--- config.mk ---
export PLATFORM = sky130hd
export DESIGN_NAME = cmd_exec
export DESIGN_NICKNAME = d
export VERILOG_FILES = /design/src/rtl/tour_pkg.sv /design/src/rtl/line_cntr.sv /design/src/rtl/cmd_exec.sv
export SDC_FILE = /design/constraint.sdc
export NUM_CORES = 1
export LEC_CHECK = 0
export BUFFER_PORTS_ARGS = -buffer_cell sky130_fd_sc_hd__buf_2
export CAP_MARGIN = 25
export CORE_MARGIN = 8
export CORE_UTILIZATION = 50
export DETAILED_ROUTE_END_ITERATION = 12
export PLACE_DENSITY = 0.73
export REMOVE_ABC_BUFFERS = 1
export SKIP_CTS_REPAIR_TIMING = 1
export SLEW_MARGIN = 20
export SYNTH_ARGS = -nofsm -noshare
export SYNTH_HDL_FRONTEND = slang
export SYNTH_HIERARCHICAL = 1
export SYNTH_SLANG_ARGS = --single-unit
--- constraint.sdc ---
create_clock -name clk -period 5.3 [get_ports clk]
set_clock_uncertainty 0.15 [all_clocks]
set_input_delay 1.06 -clock clk [delete_from_list [all_inputs] [get_ports clk]]
set_output_delay 1.06 -clock clk [all_outputs]
set_load 0.01 [all_outputs]
--- src/rtl/tour_pkg.sv ---
// Shared definitions for the Knight's Tour command path: opcodes, compass
// headings, the executor state type and small heading helpers.
package tour_pkg;

  localparam logic [3:0] CMD_CAL     = 4'b0000;
  localparam logic [3:0] CMD_MOVE    = 4'b0010;
  localparam logic [3:0] CMD_MOVE_FF = 4'b0011;

  localparam logic [7:0] NORTH = 8'h00;
  localparam logic [7:0] WEST  = 8'h3F;
  localparam logic [7:0] SOUTH = 8'h7F;
  localparam logic [7:0] EAST  = 8'hBF;

  typedef enum logic [2:0] {
    IDLE      = 3'd0,
    CAL       = 3'd1,
    TURN      = 3'd2,
    RAMP_UP   = 3'd3,
    RAMP_DOWN = 3'd4
  } state_t;

  // North stays exactly zero; other headings sit at the top of their 16-count bin.
  function automatic logic [11:0] expand_heading(input logic [7:0] h8);
    return (h8 == 8'h00) ? 12'h000 : {h8, 4'hF};
  endfunction

  function automatic logic [11:0] abs12(input logic [11:0] v);
    return v[11] ? (~v + 12'd1) : v;
  endfunction

endpackage

--- src/rtl/line_cntr.sv ---
// Counts rising edges of the center line IR while enabled; clear has priority.
module line_cntr (
  input  logic       clk,
  input  logic       rst_n,
  input  logic       cntr_ir,
  input  logic       en,
  input  logic       clr,
  output logic [4:0] cnt
);

  logic       cntr_ir_q;
  logic       cntr_ir_d;
  logic [4:0] cnt_q;
  logic [4:0] cnt_d;

  always_comb begin
    cntr_ir_d = cntr_ir;
    cnt_d     = cnt_q;
    if (clr) begin
      cnt_d = 5'd0;
    end else if (en && cntr_ir && !cntr_ir_q) begin
      cnt_d = cnt_q + 5'd1;
    end
  end

  always_ff @(posedge clk or negedge rst_n) begin
    if (!rst_n) begin
      cntr_ir_q <= 1'b0;
      cnt_q     <= 5'd0;
    end else begin
      cntr_ir_q <= cntr_ir_d;
      cnt_q     <= cnt_d;
    end
  end

  assign cnt = cnt_q;

endmodule

--- src/rtl/cmd_exec.sv ---
// Knight's Tour command executor: decodes calibrate/move commands, steers the
// heading error, ramps forward speed across board lines and reports completion.
module cmd_exec
  import tour_pkg::*;
#(
  parameter bit          FAST_SIM   = 1'b1,
  parameter logic [11:0] ERR_THRESH = 12'h030,
  parameter logic [9:0]  MAX_FRWRD  = 10'h2A0,
  parameter logic [11:0] IR_NUDGE   = 12'h05F
) (
  input  logic        clk,
  input  logic        rst_n,
  input  logic [15:0] cmd,
  input  logic        cmd_rdy,
  output logic        clr_cmd_rdy,
  output logic        send_resp,
  output logic        strt_cal,
  input  logic        cal_done,
  input  logic [11:0] heading,
  input  logic        heading_rdy,
  input  logic        lftIR,
  input  logic        rghtIR,
  input  logic        cntrIR,
  output logic [11:0] error,
  output logic [9:0]  frwrd,
  output logic        moving,
  output logic        fanfare_go
);

  localparam logic [9:0]  STEP    = FAST_SIM ? 10'h020 : 10'h003;
  localparam logic [10:0] DN_STEP = {STEP, 1'b0};

  state_t      state_q, state_d;
  logic [3:0]  opcode_q, opcode_d;
  logic [3:0]  squares_q, squares_d;
  logic [11:0] desired_q, desired_d;
  logic [9:0]  frwrd_q, frwrd_d;
  logic        send_resp_q, send_resp_d;
  logic        strt_cal_q, strt_cal_d;
  logic        fanfare_q, fanfare_d;

  logic        accept;
  logic        is_move_cmd;
  logic        is_cal_cmd;
  logic [4:0]  line_cnt;
  logic        at_target;
  logic [11:0] nudge;
  logic [10:0] up_sum;
  logic        ramping;

  // Handshake: cmd_rdy is a level held by the producer; in IDLE the command is
  // taken in the same cycle and clr_cmd_rdy is the one-cycle acknowledge.
  assign accept      = (state_q == IDLE) && cmd_rdy;
  assign is_move_cmd = (cmd[15:12] == CMD_MOVE) || (cmd[15:12] == CMD_MOVE_FF);
  assign is_cal_cmd  = (cmd[15:12] == CMD_CAL);
  assign at_target   = (line_cnt == {squares_q, 1'b0});
  assign ramping     = (state_q == RAMP_UP) || (state_q == RAMP_DOWN);
  assign up_sum      = {1'b0, frwrd_q} + {1'b0, STEP};

  line_cntr u_line_cntr (
    .clk     (clk),
    .rst_n   (rst_n),
    .cntr_ir (cntrIR),
    .en      (state_q == RAMP_UP),
    .clr     (accept),
    .cnt     (line_cnt)
  );

  // Guard-rail nudge cancels out when both side IRs see the rail.
  always_comb begin
    nudge = 12'h000;
    if (ramping && lftIR && !rghtIR) begin
      nudge = IR_NUDGE;
    end else if (ramping && rghtIR && !lftIR) begin
      nudge = ~IR_NUDGE + 12'd1;
    end
  end

  assign error = heading - desired_q + nudge;

  always_ff @(posedge clk or negedge rst_n) begin
    if (!rst_n) begin
      state_q <= IDLE;
    end else begin
      state_q <= state_d;
    end
  end

  always_comb begin
    state_d = state_q;
    case (state_q)
      IDLE: begin
        if (cmd_rdy) begin
          if (is_cal_cmd) begin
            state_d = CAL;
          end else if (is_move_cmd) begin
            state_d = TURN;
          end
        end
      end
      CAL: begin
        if (cal_done) state_d = IDLE;
      end
      TURN: begin
        if (heading_rdy && (abs12(error) < ERR_THRESH)) state_d = RAMP_UP;
      end
      RAMP_UP: begin
        if (at_target) state_d = RAMP_DOWN;
      end
      RAMP_DOWN: begin
        if (frwrd_q == 10'd0) state_d = IDLE;
      end
      default: state_d = IDLE;
    endcase
  end

  always_comb begin
    clr_cmd_rdy = accept;
    moving      = (state_q == TURN) || ramping;
    strt_cal_d  = accept && is_cal_cmd;
    send_resp_d = (accept && !is_cal_cmd && !is_move_cmd)
                || ((state_q == CAL) && cal_done)
                || ((state_q == RAMP_DOWN) && (frwrd_q == 10'd0));
    fanfare_d   = (state_q == RAMP_DOWN) && (frwrd_q == 10'd0)
                && (opcode_q == CMD_MOVE_FF);
  end

  always_comb begin
    opcode_d  = opcode_q;
    squares_d = squares_q;
    desired_d = desired_q;
    frwrd_d   = frwrd_q;
    if (accept) begin
      opcode_d  = cmd[15:12];
      squares_d = cmd[3:0];
      frwrd_d   = 10'd0;
      if (is_move_cmd) desired_d = expand_heading(cmd[11:4]);
    end
    // Speed holds on the final ramp-up cycle so a zero-square move never moves.
    if ((state_q == RAMP_UP) && !at_target && heading_rdy) begin
      frwrd_d = (up_sum > {1'b0, MAX_FRWRD}) ? MAX_FRWRD : up_sum[9:0];
    end else if ((state_q == RAMP_DOWN) && heading_rdy) begin
      frwrd_d = ({1'b0, frwrd_q} <= DN_STEP) ? 10'd0 : (frwrd_q - DN_STEP[9:0]);
    end
  end

  always_ff @(posedge clk or negedge rst_n) begin
    if (!rst_n) begin
      opcode_q    <= 4'd0;
      squares_q   <= 4'd0;
      desired_q   <= 12'd0;
      frwrd_q     <= 10'd0;
      send_resp_q <= 1'b0;
      strt_cal_q  <= 1'b0;
      fanfare_q   <= 1'b0;
    end else begin
      opcode_q    <= opcode_d;
      squares_q   <= squares_d;
      desired_q   <= desired_d;
      frwrd_q     <= frwrd_d;
      send_resp_q <= send_resp_d;
      strt_cal_q  <= strt_cal_d;
      fanfare_q   <= fanfare_d;
    end
  end

  assign frwrd      = frwrd_q;
  assign send_resp  = send_resp_q;
  assign strt_cal   = strt_cal_q;
  assign fanfare_go = fanfare_q;

endmodule

# --- Word-level counts from Yosys, hierarchy flattened ---
# Cells that the tools add are included.
word_totals:
  input_bits: 36
  register_bits: 42
  wordCells: 89
  output_inout_bits: 27
op_classes:
  mux: 19
  eq_ne: 14
  n_bitwise: 1
  reduce_logical: 36
  order_cmp: 3
  addsub: 6
ops:
  columns: ["op", "n"]
  rows:
  - ["$mux W10", 5]
  - ["$mux W12", 4]
  - ["$mux W3", 7]
  - ["$logic_and A1 B1 Y1", 17]
  - ["$pmux W3 S5", 1]
  - ["$add A12 B1 Y12 const B", 1]
  - ["$add A12 B12 Y12", 1]
  - ["$eq A4 B2 Y1 const B", 3]
  - ["$lt A12 B6 Y1 const B", 1]
  - ["$not A12 Y12", 1]
  - ["$sub A12 B12 Y12", 1]
  - ["$add A10 B6 Y11 const B", 1]
  - ["$gt A11 B10 Y1 const B", 1]
  - ["$le A10 B7 Y1 const B", 1]
  - ["$logic_not A10 Y1", 1]
  - ["$mux W5", 2]
  - ["$ne A2 B2 Y1 const B", 5]
  - ["$sub A10 B7 Y10 const B", 1]
  - ["$logic_not A8 Y1", 1]
  - ["$eq A3 B2 Y1 const B", 2]
  - ["$logic_not A1 Y1", 6]
  - ["$reduce_and A6 Y1", 1]
  - ["$add A5 B1 Y5 const B", 1]
  - ["$eq A5 B5 Y1", 1]
  - ["other kinds (9)", 13]

# --- Logic depth before layout (Yosys ltp) ---
# Gate-level depths: netlist (run 1).
depth:
  depth_word: 14
  depth_mapped: 20
  mapped_depth_nobuf: 19

# --- By module ---
# The synthesis (run 1) kept the hierarchy.
modules_own_cells:
  columns: ["module", "n_inst", "cells_per_inst", "seq_area_each_um2", "area_each_um2"]
  rows:
  - ["cmd_exec", 1, 293, 700.7, 2591.2]
  - ["line_cntr", 1, 23, 150.1, 272.8]

# --- Worst setup path after synthesis (run 1) ---
# OpenSTA, ideal clock, no wires.
synth_path:
  path_type: "input-to-output"
  startpoint: "input rghtIR"
  endpoint: "output error[11]"
  setup_slack_ns: 0.365
  t_arrival_ns: 3.725
  required_time_ns: 4.090
  path_buffers: 0
  cell_stages: 11
  cell_sequence: "nor3b_1 -> inv_1 -> fa_1 -> inv_1 -> ha_1 -> and2_4 -> a221o_1 -> a2111o_1 -> o21ai_2 -> xor2_1 -> inv_1"
synth_via:
  elab_chain_cells: 5
  word_cells_on_any_way: 7
  cone_classes: "1 x add/sub; 2 x mux; 4 x reduce/logical"
synth_rtl:
  columns: ["item", "line", "text"]
  rows:
  - ["start, declared", "cmd_exec.sv:22", "input logic rghtIR,"]
  - ["$logic_and A1 B1 Y1 (2 in a row)", "cmd_exec.sv:74", "end else if (ramping && rghtIR && !lftIR) begin"]
  - ["$mux W12", "cmd_exec.sv:74", null]
  - ["$mux W12 *", "cmd_exec.sv:72", "if (ramping && lftIR && !rghtIR) begin"]
  - ["$add A12 B12 Y12 *", "cmd_exec.sv:79", "assign error = heading - desired_q + nudge;"]
  - ["end, declared", "cmd_exec.sv:24", "output logic [11:0] error,"]
# Mark *: on every way between the ends. The rest lies on a longest branch, timed or not.

# --- Worst setup path after layout (run 1) ---
layout_path:
  startpoint: "register state_q[1]"
  endpoint: "output error[11]"
layout_via:
  elab_chain_cells: 7
  word_cells_on_any_way: 10
  cone_classes: "1 x add/sub; 2 x eq/ne; 2 x mux; 5 x reduce/logical"
layout_rtl:
  columns: ["item", "line", "text"]
  rows:
  - ["start, declared", "cmd_exec.sv:33", "state_t state_q, state_d;"]
  - ["start signal, assigned", "cmd_exec.sv:85", "state_q <= state_d;"]
  - ["$eq A3 B2 Y1 or $eq A3 B3 Y1 (tied branches)", "cmd_exec.sv:57", "assign ramping = (state_q == RAMP_UP) || (state_q == RAMP_DOWN);"]
  - ["$logic_or A1 B1 Y1 *", "cmd_exec.sv:57", null]
  - ["$logic_and A1 B1 Y1 (2 in a row)", "cmd_exec.sv:74", null]
  - ["$mux W12", "cmd_exec.sv:74", null]
  - ["$mux W12 *", "cmd_exec.sv:72", null]
  - ["$add A12 B12 Y12 *", "cmd_exec.sv:79", null]
# Marked as above.

==> results of run 1 <==
final cells by class:
| cell class | instances | share of cell area [%] |
|---|---|---|
| Sequential cell | 34 | 25.4 |
| Tap cell | 72 | 2.69 |
| Timing Repair Buffer | 66 | 10.5 |
| Inverter | 50 | 5.60 |
| Multi-Input combinational cell | 225 | 53.5 |
| Clock buffer | 7 | 2.28 |
final timing paths:
check	startpoint	to	slack (ns)	depth (start not counted)
max in group asynchronous	rst_n	state_q[2]$_DFFE_PN0P_	3.82	1
min in group asynchronous	rst_n	frwrd[5]$_DFFE_PN0P_	0.67	1
worst max-delay path	state_q[1]$_DFFE_PN0P_	error[11]	0.19	14
worst min register to register	opcode_q[2]$_DFFE_PN0P_	opcode_q[2]$_DFFE_PN0P_	0.35	1
worst max register to register	state_q[1]$_DFFE_PN0P_	state_q[0]$_DFFE_PN0P_	1.14	17
worst min-delay path	opcode_q[2]$_DFFE_PN0P_	opcode_q[2]$_DFFE_PN0P_	0.35	1
per-stage QoR:
stage          setup slack (ns)  cell area (sq um)  total power [mW]
2_1_floorplan             0.365               2820              1.38
3_3_place_gp              0.247               3240              1.74
3_5_place_dp              0.170               3240              1.77
4_1_cts                 0.00483               3310              1.95
5_1_grt                 0.00310               3350              2.19
6_report                  0.188               3350              1.99
registers in the layout, indices dropped and copies added, names as in the netlist:
| register | cells |
|---|---|
| send_resp | 1 |
| state_q | 3 |
| fanfare_go | 1 |
| u_line_cntr/cnt | 5 |
| u_line_cntr/cntr_ir_q | 1 |
| opcode_q | 4 |
| strt_cal | 1 |
| desired_q | 9 |
| squares_q | 4 |
| frwrd | 5 |
routing by layer:
| metal | vias to the layer above | GRT usage, % | routed length [microns] |
|---|---|---|---|
| li1 | 1231 | - | - |
| met1 | 1147 | 18.6 | 2870 |
| met2 | 64 | 27.7 | 3280 |
| met3 | 8 | 3.99 | 359 |
| met4 | 0 | 4.37 | 73 |
| met5 | - | 0 | 0 |
placed cells by master, fill, tap and decap left out, types with 3 or more instances in the layout:
| master | instances |
|---|---|
| buf_2 | 57 |
| inv_1 | 47 |
| dfrtp_1 | 33 |
| nor2_1 | 21 |
| ha_1 | 18 |
| a21oi_1 | 16 |
| nand2_1 | 16 |
| mux2_2 | 16 |
| o21ai_0 | 11 |
| fa_1 | 11 |
| xor2_1 | 9 |
| buf_4 | 9 |
| nand3_1 | 6 |
| nor3_1 | 6 |
| xnor2_1 | 5 |
| or3_1 | 5 |
| a31oi_1 | 5 |
| conb_1 | 5 |
| clkbuf_8 | 5 |
| a21o_1 | 4 |
| nor4_1 | 4 |
| and3_1 | 4 |
| and2_1 | 3 |
| nor2b_1 | 3 |
| nand2b_1 | 3 |
| a2111o_1 | 3 |
| a211oi_1 | 3 |
| o22ai_1 | 3 |
cells by family after synthesis:
family	after synthesis
AO/OA/AOI/OAI	73
XOR/XNOR	14
flip-flops	34
AND/OR/NAND/NOR	87
other	1
adder cells (fa/ha/maj)	29
buffers and inverters	61
multiplexers	17
worst max-delay path: stages (launching register included):
cell,delay [ns]
dfrtp_1,0.47
nor3b_1,0.29
nor2_1,0.13
nor3b_2,0.25
inv_1,0.10
fa_1,0.48
inv_1,0.04
ha_1,0.35
and2_4,0.19
a221o_1,0.33
a2111o_1,0.43
o21ai_2,0.15
xor2_1,0.18
inv_1,0.08
buf_2,0.14
report_power, final:
| group | internal, mW | switching (mW) |
|---|---|---|
| Sequential | 0.358 | 0.104 |
| Clock | 0.0901 | 0.0825 |
| Combinational | 0.613 | 0.740 |
| Total | 1.06 | 0.927 |
==> run_results.csv, run 1 <==
group,metric,value,unit
global_route,grt_first_pass_wirelength,11000,microns
global_route,track_usage,15.8,%
logic_synthesis,seq_area_frac_synth,29.7,%
clocking,htree_levels,2,
sta,setup_viol,0,
floorplanning,die_h,91.7,microns
logic_synthesis,async_reset_ff_share,100,%
drt,drcViolationCount,0,
placed_design,io_buffers,57,
logic_synthesis,synth_area_leaders,"dfrtp_1 30%, ha_1 7.9%, fa_1 7.7%, inv_1 6.4%, mux2_2 6.3%",
clocking,cts.clk_slew.worst_paths,0.06,ns
drt,first_iter_violations,55,
sta,setup_tns,0,ns
drt,vias,2450,
logic_synthesis,synth_top_family_by_area,"compound AO/OA/AOI/OAI gates",
cells_and_area,drive_above_1_share,25.9,%
global_route,antenna_found_initial,0,
clocking,cts_tree,"yes",
cells_and_area,fill_cells,494,
logic_synthesis,synth.most_common_cell,"inv_1",
placed_design,dp.cells,444,
placed_design,finalWeightedCongestion,0.883,
logic_synthesis,ys_types,64,
logic_synthesis,synthCells,316,
logic_synthesis,netlist_area,2860,sq um
drt,routed_wl,6580,microns
status,outcome,"completed",
logic_synthesis,synth_compound_area_share,18.4,%
logic_synthesis,ys_dominant_reg_cell,"dfrtp_1",
cells_and_area,fin_nets,447,
logic_synthesis,synth_warnings,6,
sta,relSlewSlack,45.7,%
floorplanning,core.rowCount,27,
clocking,numCtsBuffers,5,
setup_path,cp_data_required_time,4.09,ns
cells_and_area,fin_cells,454,
global_route,grt_max_degree,35,
cells_and_area,antenna_cells,0,
drt,vias_per_cell,5.40,
sta,timing.final.max_slew_violations,0,
power_and_ir_drop,power.density,593,nW/um^2
power_and_ir_drop,p_leak,1.72,nW
logic_synthesis,synth_xor_area_share,4.28,%
floorplanning,die_w,91.7,microns
floorplanning,die_area,8410,sq um
sta,tightestPinTransition,0.802,ns
worst_hold_path,hold_class,"reg2reg",
job,max_cap_viol_count,0,
clocking,cts_root_buf,"clkbuf_8",
logic_synthesis,synth-simple-area-share,16.6,%
logic_synthesis,synth_edf_count,0,
sta,grt_setup_unrepaired,"no",
sta,hold_viol,0,
global_route,grt-ovfl-total,0,
cells_and_area,multi_input_area,1790,sq um
cells_and_area,final_util,60.8,%
floorplanning,initial_core_util,52.0,%
sta,fin_crit_sh,96.5,%
setup_path,crit_arrival,3.90,ns
cells_and_area,syn_to_final_growth,17.0,%
logic_synthesis,synth_top_cells_by_count,"49 x inv_1, 34 x dfrtp_1, 21 x nor2_1",
logic_synthesis,synth_top_area_share,29.7,%
setup_path,critPathKind,"reg2out",
logic_synthesis,synth_largest_area_cell,"dfrtp_1",
sta,timing.fmax,0.196,GHz
logic_synthesis,synth_seq_cells,34,
placed_design,dp_hpwl,5350,microns
drt,final_antenna_net_count,0,
sta,hold_slack,0.354,ns
logic_synthesis,synth_area_per_cell,9.06,sq um
clocking,clkSinkCount,34,
setup_path,end_kind,"output pin",
drt,avgRoutedWirePerCell,14.5,microns
drt,first_pass_iters,5,
clocking,clock_path_buffers,2,
power_and_ir_drop,ir_drop,0.540,mV
logic_synthesis,synthMuxAreaShare,6.64,%
global_route,grt_pass1_vias,2459,
logic_synthesis,synthAdderAreaFrac,15.6,%
cells_and_area,register_area,852,sq um
setup_path,start_kind,"register",
floorplanning,core_area,5510,sq um
setup_path,critPathMaxFanout,8,
clocking,clock_latency,0.29,ns
floorplanning,ios,63,
sta,fin_crit,5.11,ns
Note: power is estimated with default switching activity, not from simulation.
==> inputs of run 2 (changes only) <==
--- a/config.mk
+++ b/config.mk
@@ -12,3 +12,3 @@
 export DETAILED_ROUTE_END_ITERATION = 12
-export PLACE_DENSITY = 0.73
+export PLACE_DENSITY = 0.76
 export REMOVE_ABC_BUFFERS = 1
==> constraint.sdc (replaced) <==
create_clock -name clk -period 4.23 [get_ports clk]
set_clock_uncertainty 0.15 [all_clocks]
set_input_delay 0.423 -clock clk [delete_from_list [all_inputs] [get_ports clk]]
set_output_delay 0.423 -clock clk [all_outputs]
set_load 0.01 [all_outputs]
==> run_results.csv, run 2 (same netlist as run 1, synthesis figures left out) <==
group,metric,value,unit
cells_and_area,fin_cells,466,
cells_and_area,drive_above_1_share,32.5,%
floorplanning,core.rowCount,27,
setup_path,crit_slowest_cell,"fa_1",
global_route,grt_pass1_vias,2593,
global_route,use_met1,18.8,%
floorplanning,ios,63,
status,outcome,"completed",
placed_design,dp.cells,450,
drt,first_iter_violations,98,
cells_and_area,largest_reg_flops,9,
clocking,clock_path_buffers,2,
clocking,htree_levels,2,
cells_and_area,finalInstanceArea,3590,sq um
global_route,gr-max-usage-layer,"met2",
drt,avgRoutedWirePerCell,15.1,microns
cells_and_area,antenna_cells,0,
power_and_ir_drop,power.density,794,nW/um^2
power_and_ir_drop,finalPower,2.85,mW
drt,routed_wl,7040,microns
sta,timing.fmax,0.238,GHz
cells_and_area,fin_nets,458,
clocking,clkSinkCount,34,
placed_design,dp_slack,0.0761,ns
global_route,met2_usage,29.1,%
sta,setup_viol,0,
floorplanning,initial_core_util,52.0,%
worst_hold_path,hold_class,"in2async",
clocking,cts_root_buf,"clkbuf_8",
sta,hold_viol,0,
floorplanning,die_h,91.7,microns
cells_and_area,final_common_cell,"buf_2",
sta,fin_crit,4.21,ns
clocking,cts.clk_slew.worst_paths,0.06,ns
sta,tightestPinTransition,0.785,ns
clocking,cts_tree,"yes",
cells_and_area,syn_to_final_growth,25.4,%
power_and_ir_drop,ir_drop,0.611,mV
placed_design,io_buffers,57,
drt,first_pass_iters,4,
setup_path,path_delay_family,"compound AO/OA/AOI/OAI gates",
drt,vias,2553,
setup_path,critPathKind,"reg2out",
setup_path,critPathMaxFanout,8,
setup_path,crit_path_max_incr_delay,0.50,ns
floorplanning,die_w,91.7,microns
global_route,grt_first_pass_wirelength,11500,microns
global_route,track_usage,16.3,%
floorplanning,core_area,5510,sq um
setup_path,crit_arrival,3.64,ns
cells_and_area,final_cell_mix,"56 x buf_2, 43 x inv_1, 33 x dfrtp_1, 20 x nor2_1, 19 x buf_4",
global_route,grt_max_degree,35,
clocking,clock_latency,0.29,ns
clocking,numCtsBuffers,5,
drt,drcViolationCount,0,
setup_path,cp_data_required_time,3.66,ns
setup_path,end_kind,"output pin",
cells_and_area,regMostFlops,"desired_q",
placed_design,dp_hpwl,5510,microns
setup_path,path_cells,"nor3b_2 > nor2_2 > nor3b_2 > inv_1 > fa_1 > inv_2 > ha_4 > and2_4 > a221o_1 > a2111o_1 > o21ai_2 > xor2_1 > inv_1 > buf_2",
global_route,grt-ovfl-total,0,
sta,hold_slack,0.0416,ns
sta,fin_crit_sh,99.5,%
sta,timing.final.ws_setup,0.0212,ns
job,max_cap_viol_count,0,
global_route,antenna_found_initial,0,
power_and_ir_drop,p_leak,1.82,nW
setup_path,start_kind,"register",
sta,grt_setup_unrepaired,"yes",
setup_path,critPathBufInv,4,
floorplanning,die_area,8410,sq um
placed_design,placed_area,3280,sq um
global_route,gr-usage-met3,4.32,%
drt,vias_per_cell,5.48,
sta,timing.final.max_slew_violations,0,
drt,final_antenna_net_count,0,
sta,relSlewSlack,46.8,%
placed_design,finalWeightedCongestion,0.881,
run 2: through the flow:
stage | setup TNS, ns | utilization (%)
final | 0 | 65.2
after global routing | -0.481 | 65.2
after CTS | -0.802 | 62.2
after detailed placement | 0 | 59.6
after global placement | 0 | 59.6
after floorplan | 0 | -
run 2: layer usage:
| metal | up-vias | wire length, microns |
|---|---|---|
| met5 | - | 0 |
| met4 | 0 | 53 |
| met3 | 6 | 376 |
| met2 | 61 | 3590 |
| met1 | 1222 | 3020 |
| li1 | 1264 | - |
run 2: power by group:
group | switching, mW | total (mW) | internal, mW
registers | 0.127 | 0.576 | 0.449
logic | 1.01 | 1.91 | 0.896
clock network | 0.114 | 0.365 | 0.251
total | 1.26 | 2.85 | 1.60
run 2: final timing paths:
kind | start | to | slack, ns | cells past startpoint
setup / recovery | state_q[0]$_DFFE_PN0P_ | error[11] | 0.02 | 14
min in group clk | cntrIR | u_line_cntr/cntr_ir_q$_DFF_PN0_ | 0.16 | 1
hold reg to reg | opcode_q[3]$_DFFE_PN0P_ | opcode_q[3]$_DFFE_PN0P_ | 0.36 | 1
hold / removal | rst_n | frwrd[5]$_DFFE_PN0P_ | 0.04 | 1
max in group asynchronous | rst_n | state_q[0]$_DFFE_PN0P_ | 3.37 | 1
setup reg to reg | state_q[0]$_DFFE_PN0P_ | state_q[0]$_DFFE_PN0P_ | 0.27 | 16
run 2: layout make-up:
| cell class | count | area, sq um |
|---|---|---|
| Timing Repair Buffer | 77 | 445 |
| Fill cell | 475 | 1920 |
| Clock buffer | 6 | 82.6 |
| Clock inverter | 2 | 60.1 |
| Tap cell | 72 | 90.1 |
| Inverter | 50 | 188 |
| Sequential cell | 34 | 852 |
| Multi-Input combinational cell | 225 | 1870 |
==> inputs of run 3 (changes only) <==
==> constraint.sdc (replaced) <==
create_clock -name clk -period 4.23 [get_ports clk]
set_clock_uncertainty 0.15 [all_clocks]
set_input_delay 0.6345 -clock clk [delete_from_list [all_inputs] [get_ports clk]]
set_output_delay 0.6345 -clock clk [all_outputs]
set_load 0.01 [all_outputs]
==> run_results.csv, run 3 (same netlist as run 1, synthesis figures left out) <==
group,metric,value,unit
setup_path,start_kind,"register",
drt,first_pass_iters,4,
sta,fin_crit,4.50,ns
power_and_ir_drop,power.density,790,nW/um^2
global_route,grt_pass1_vias,2532,
cells_and_area,fill_cells,443,
power_and_ir_drop,p_leak,1.87,nW
floorplanning,ios,63,
clocking,clock_latency,0.29,ns
setup_path,critPathKind,"reg2out",
global_route,gr-max-usage-layer,"met2",
sta,timing.final.ws_setup,-0.274,ns
global_route,use_met1,18.3,%
clocking,cts.clk_slew.worst_paths,0.07,ns
global_route,antenna_found_initial,0,
sta,relSlewSlack,49.0,%
power_and_ir_drop,swShare,44.8,%
setup_path,crit_arrival,3.72,ns
global_route,grt_max_degree,35,
global_route,track_usage,16.0,%
power_and_ir_drop,p_sw,1.33,mW
power_and_ir_drop,pwr-share-comb,70.7,%
clocking,clkSinkCount,34,
status,violations,"setup timing",
status,outcome,"finished, violations left",
drt,drcViolationCount,0,
sta,grt_setup_unrepaired,"yes",
global_route,met2_usage,27.7,%
cells_and_area,largest_reg_flops,9,
power_and_ir_drop,clkPwrFrac,10.1,%
floorplanning,core.rowCount,27,
global_route,gr-usage-met3,5.13,%
cells_and_area,regMostFlops,"desired_q",
floorplanning,initial_core_util,52.0,%
clocking,numCtsBuffers,5,
drt,avgRoutedWirePerCell,15.6,microns
cells_and_area,fin_nets,468,
setup_path,critPathMaxFanout,4,
floorplanning,die_w,91.7,microns
setup_path,cp_data_required_time,3.45,ns
setup_path,reg2reg_setup_slack,0.05,ns
sta,hold_viol,0,
floorplanning,die_area,8410,sq um
job,max_cap_viol_count,0,
cells_and_area,final_cell_mix,"56 x buf_2, 40 x inv_1, 34 x dfrtp_1, 25 x buf_4, 19 x nor2_1",
sta,setup_tns,-0.692,ns
floorplanning,die_h,91.7,microns
placed_design,io_buffers,57,
cells_and_area,antenna_cells,0,
sta,timing.fmax,0.222,GHz
drt,first_iter_violations,150,
cells_and_area,final_common_cell,"buf_2",
sta,setup_viol,4,
drt,vias_per_cell,5.53,
global_route,grt-ovfl-total,0,
floorplanning,core_area,5510,sq um
setup_path,end_kind,"output pin",
sta,timing.final.max_slew_violations,0,
drt,vias,2627,
cells_and_area,drive_above_1_share,38.0,%
placed_design,placed_area,3340,sq um
power_and_ir_drop,ir_drop,0.720,mV
power_and_ir_drop,finalPower,2.96,mW
drt,final_antenna_net_count,0,
cells_and_area,syn_to_final_growth,31.1,%
clocking,htree_levels,2,
clocking,clock_path_buffers,2,
power_and_ir_drop,internal_power,1.64,mW
power_and_ir_drop,pwr-share-seq,19.2,%
global_route,grt_first_pass_wirelength,11200,microns
sta,fin_crit_sh,106,%
cells_and_area,finalInstanceArea,3750,sq um
clocking,cts_root_buf,"clkbuf_8",
placed_design,finalWeightedCongestion,0.865,
clocking,cts_tree,"yes",
sta,tightestPinTransition,0.754,ns
drt,routed_wl,7400,microns
worst_hold_path,hold_class,"in2async",
placed_design,dp_hpwl,5410,microns
run 3: final cells by class:
type	count	area, sq um	share of cell area, %
multi-input cells	225	1980	52.7
clock inverters	1	30.0	0.800
well taps	72	90.1	2.40
clock buffers	6	82.6	2.20
repair buffers	87	536	14.3
inverters	50	188	5.00
flip-flops and latches	34	851	22.7
run 3: worst max-delay path: stages, from the launching register on:
cell      delay (ns)
dfrtp_1         0.43
nor3b_2         0.26
nor2_2          0.09
nor3b_2         0.28
inv_2           0.09
fa_1            0.56
inv_2           0.05
ha_4            0.21
and2_4          0.14
a221o_1         0.37
a2111o_1        0.39
o21ai_2         0.12
xor2_1          0.21
inv_1           0.08
buf_2           0.15
run 3: path summary, 6_finish.rpt:
path,from,endpoint,cells after the start
min in group clk,opcode_q[1]$_DFFE_PN0P_,opcode_q[1]$_DFFE_PN0P_,1
max in group asynchronous,rst_n,desired_q[8]$_DFFE_PN0P_,1
hold reg to reg,opcode_q[1]$_DFFE_PN0P_,opcode_q[1]$_DFFE_PN0P_,1
setup / recovery,state_q[0]$_DFFE_PN0P_,error[11],14
hold / removal,rst_n,state_q[1]$_DFFE_PN0P_,1
setup reg to reg,state_q[0]$_DFFE_PN0P_,state_q[0]$_DFFE_PN0P_,19
run 3: power groups by stage:
| stage | sequential [mW] | clock [mW] | combinational (mW) |
|---|---|---|---|
| 2_1_floorplan | 0.566 | 0 | 1.16 |
| 6_report | 0.569 | 0.300 | 2.09 |
| 4_1_cts | 0.566 | 0.308 | 1.73 |
| 3_3_place_gp | 0.564 | 0 | 1.68 |
| 5_1_grt | 0.591 | 0.322 | 2.30 |
| 3_5_place_dp | 0.571 | 0 | 1.72 |
run 3: per-stage QoR:
| stage | hold WS (ns) | std cells | utilization (%) | worst slack [ns] |
|---|---|---|---|---|
| 2_1_floorplan | 0.189 | 309 | - | -0.104 |
| 3_3_place_gp | 0.341 | 458 | 60.7 | -0.00240 |
| 3_5_place_dp | 0.346 | 458 | 60.7 | -0.0888 |
| 4_1_cts | 0.284 | 465 | 62.8 | -0.438 |
| 5_1_grt | 0.322 | 475 | 68.2 | -0.441 |
| 6_report | 0.259 | 475 | 68.2 | -0.274 |
run 3: metal layers:
layer  part of all wire (%)  wire [microns]
met5                      0               0
met4                    1.7             123
met3                    7.2             536
met2                     51            3790
met1                     40            2950
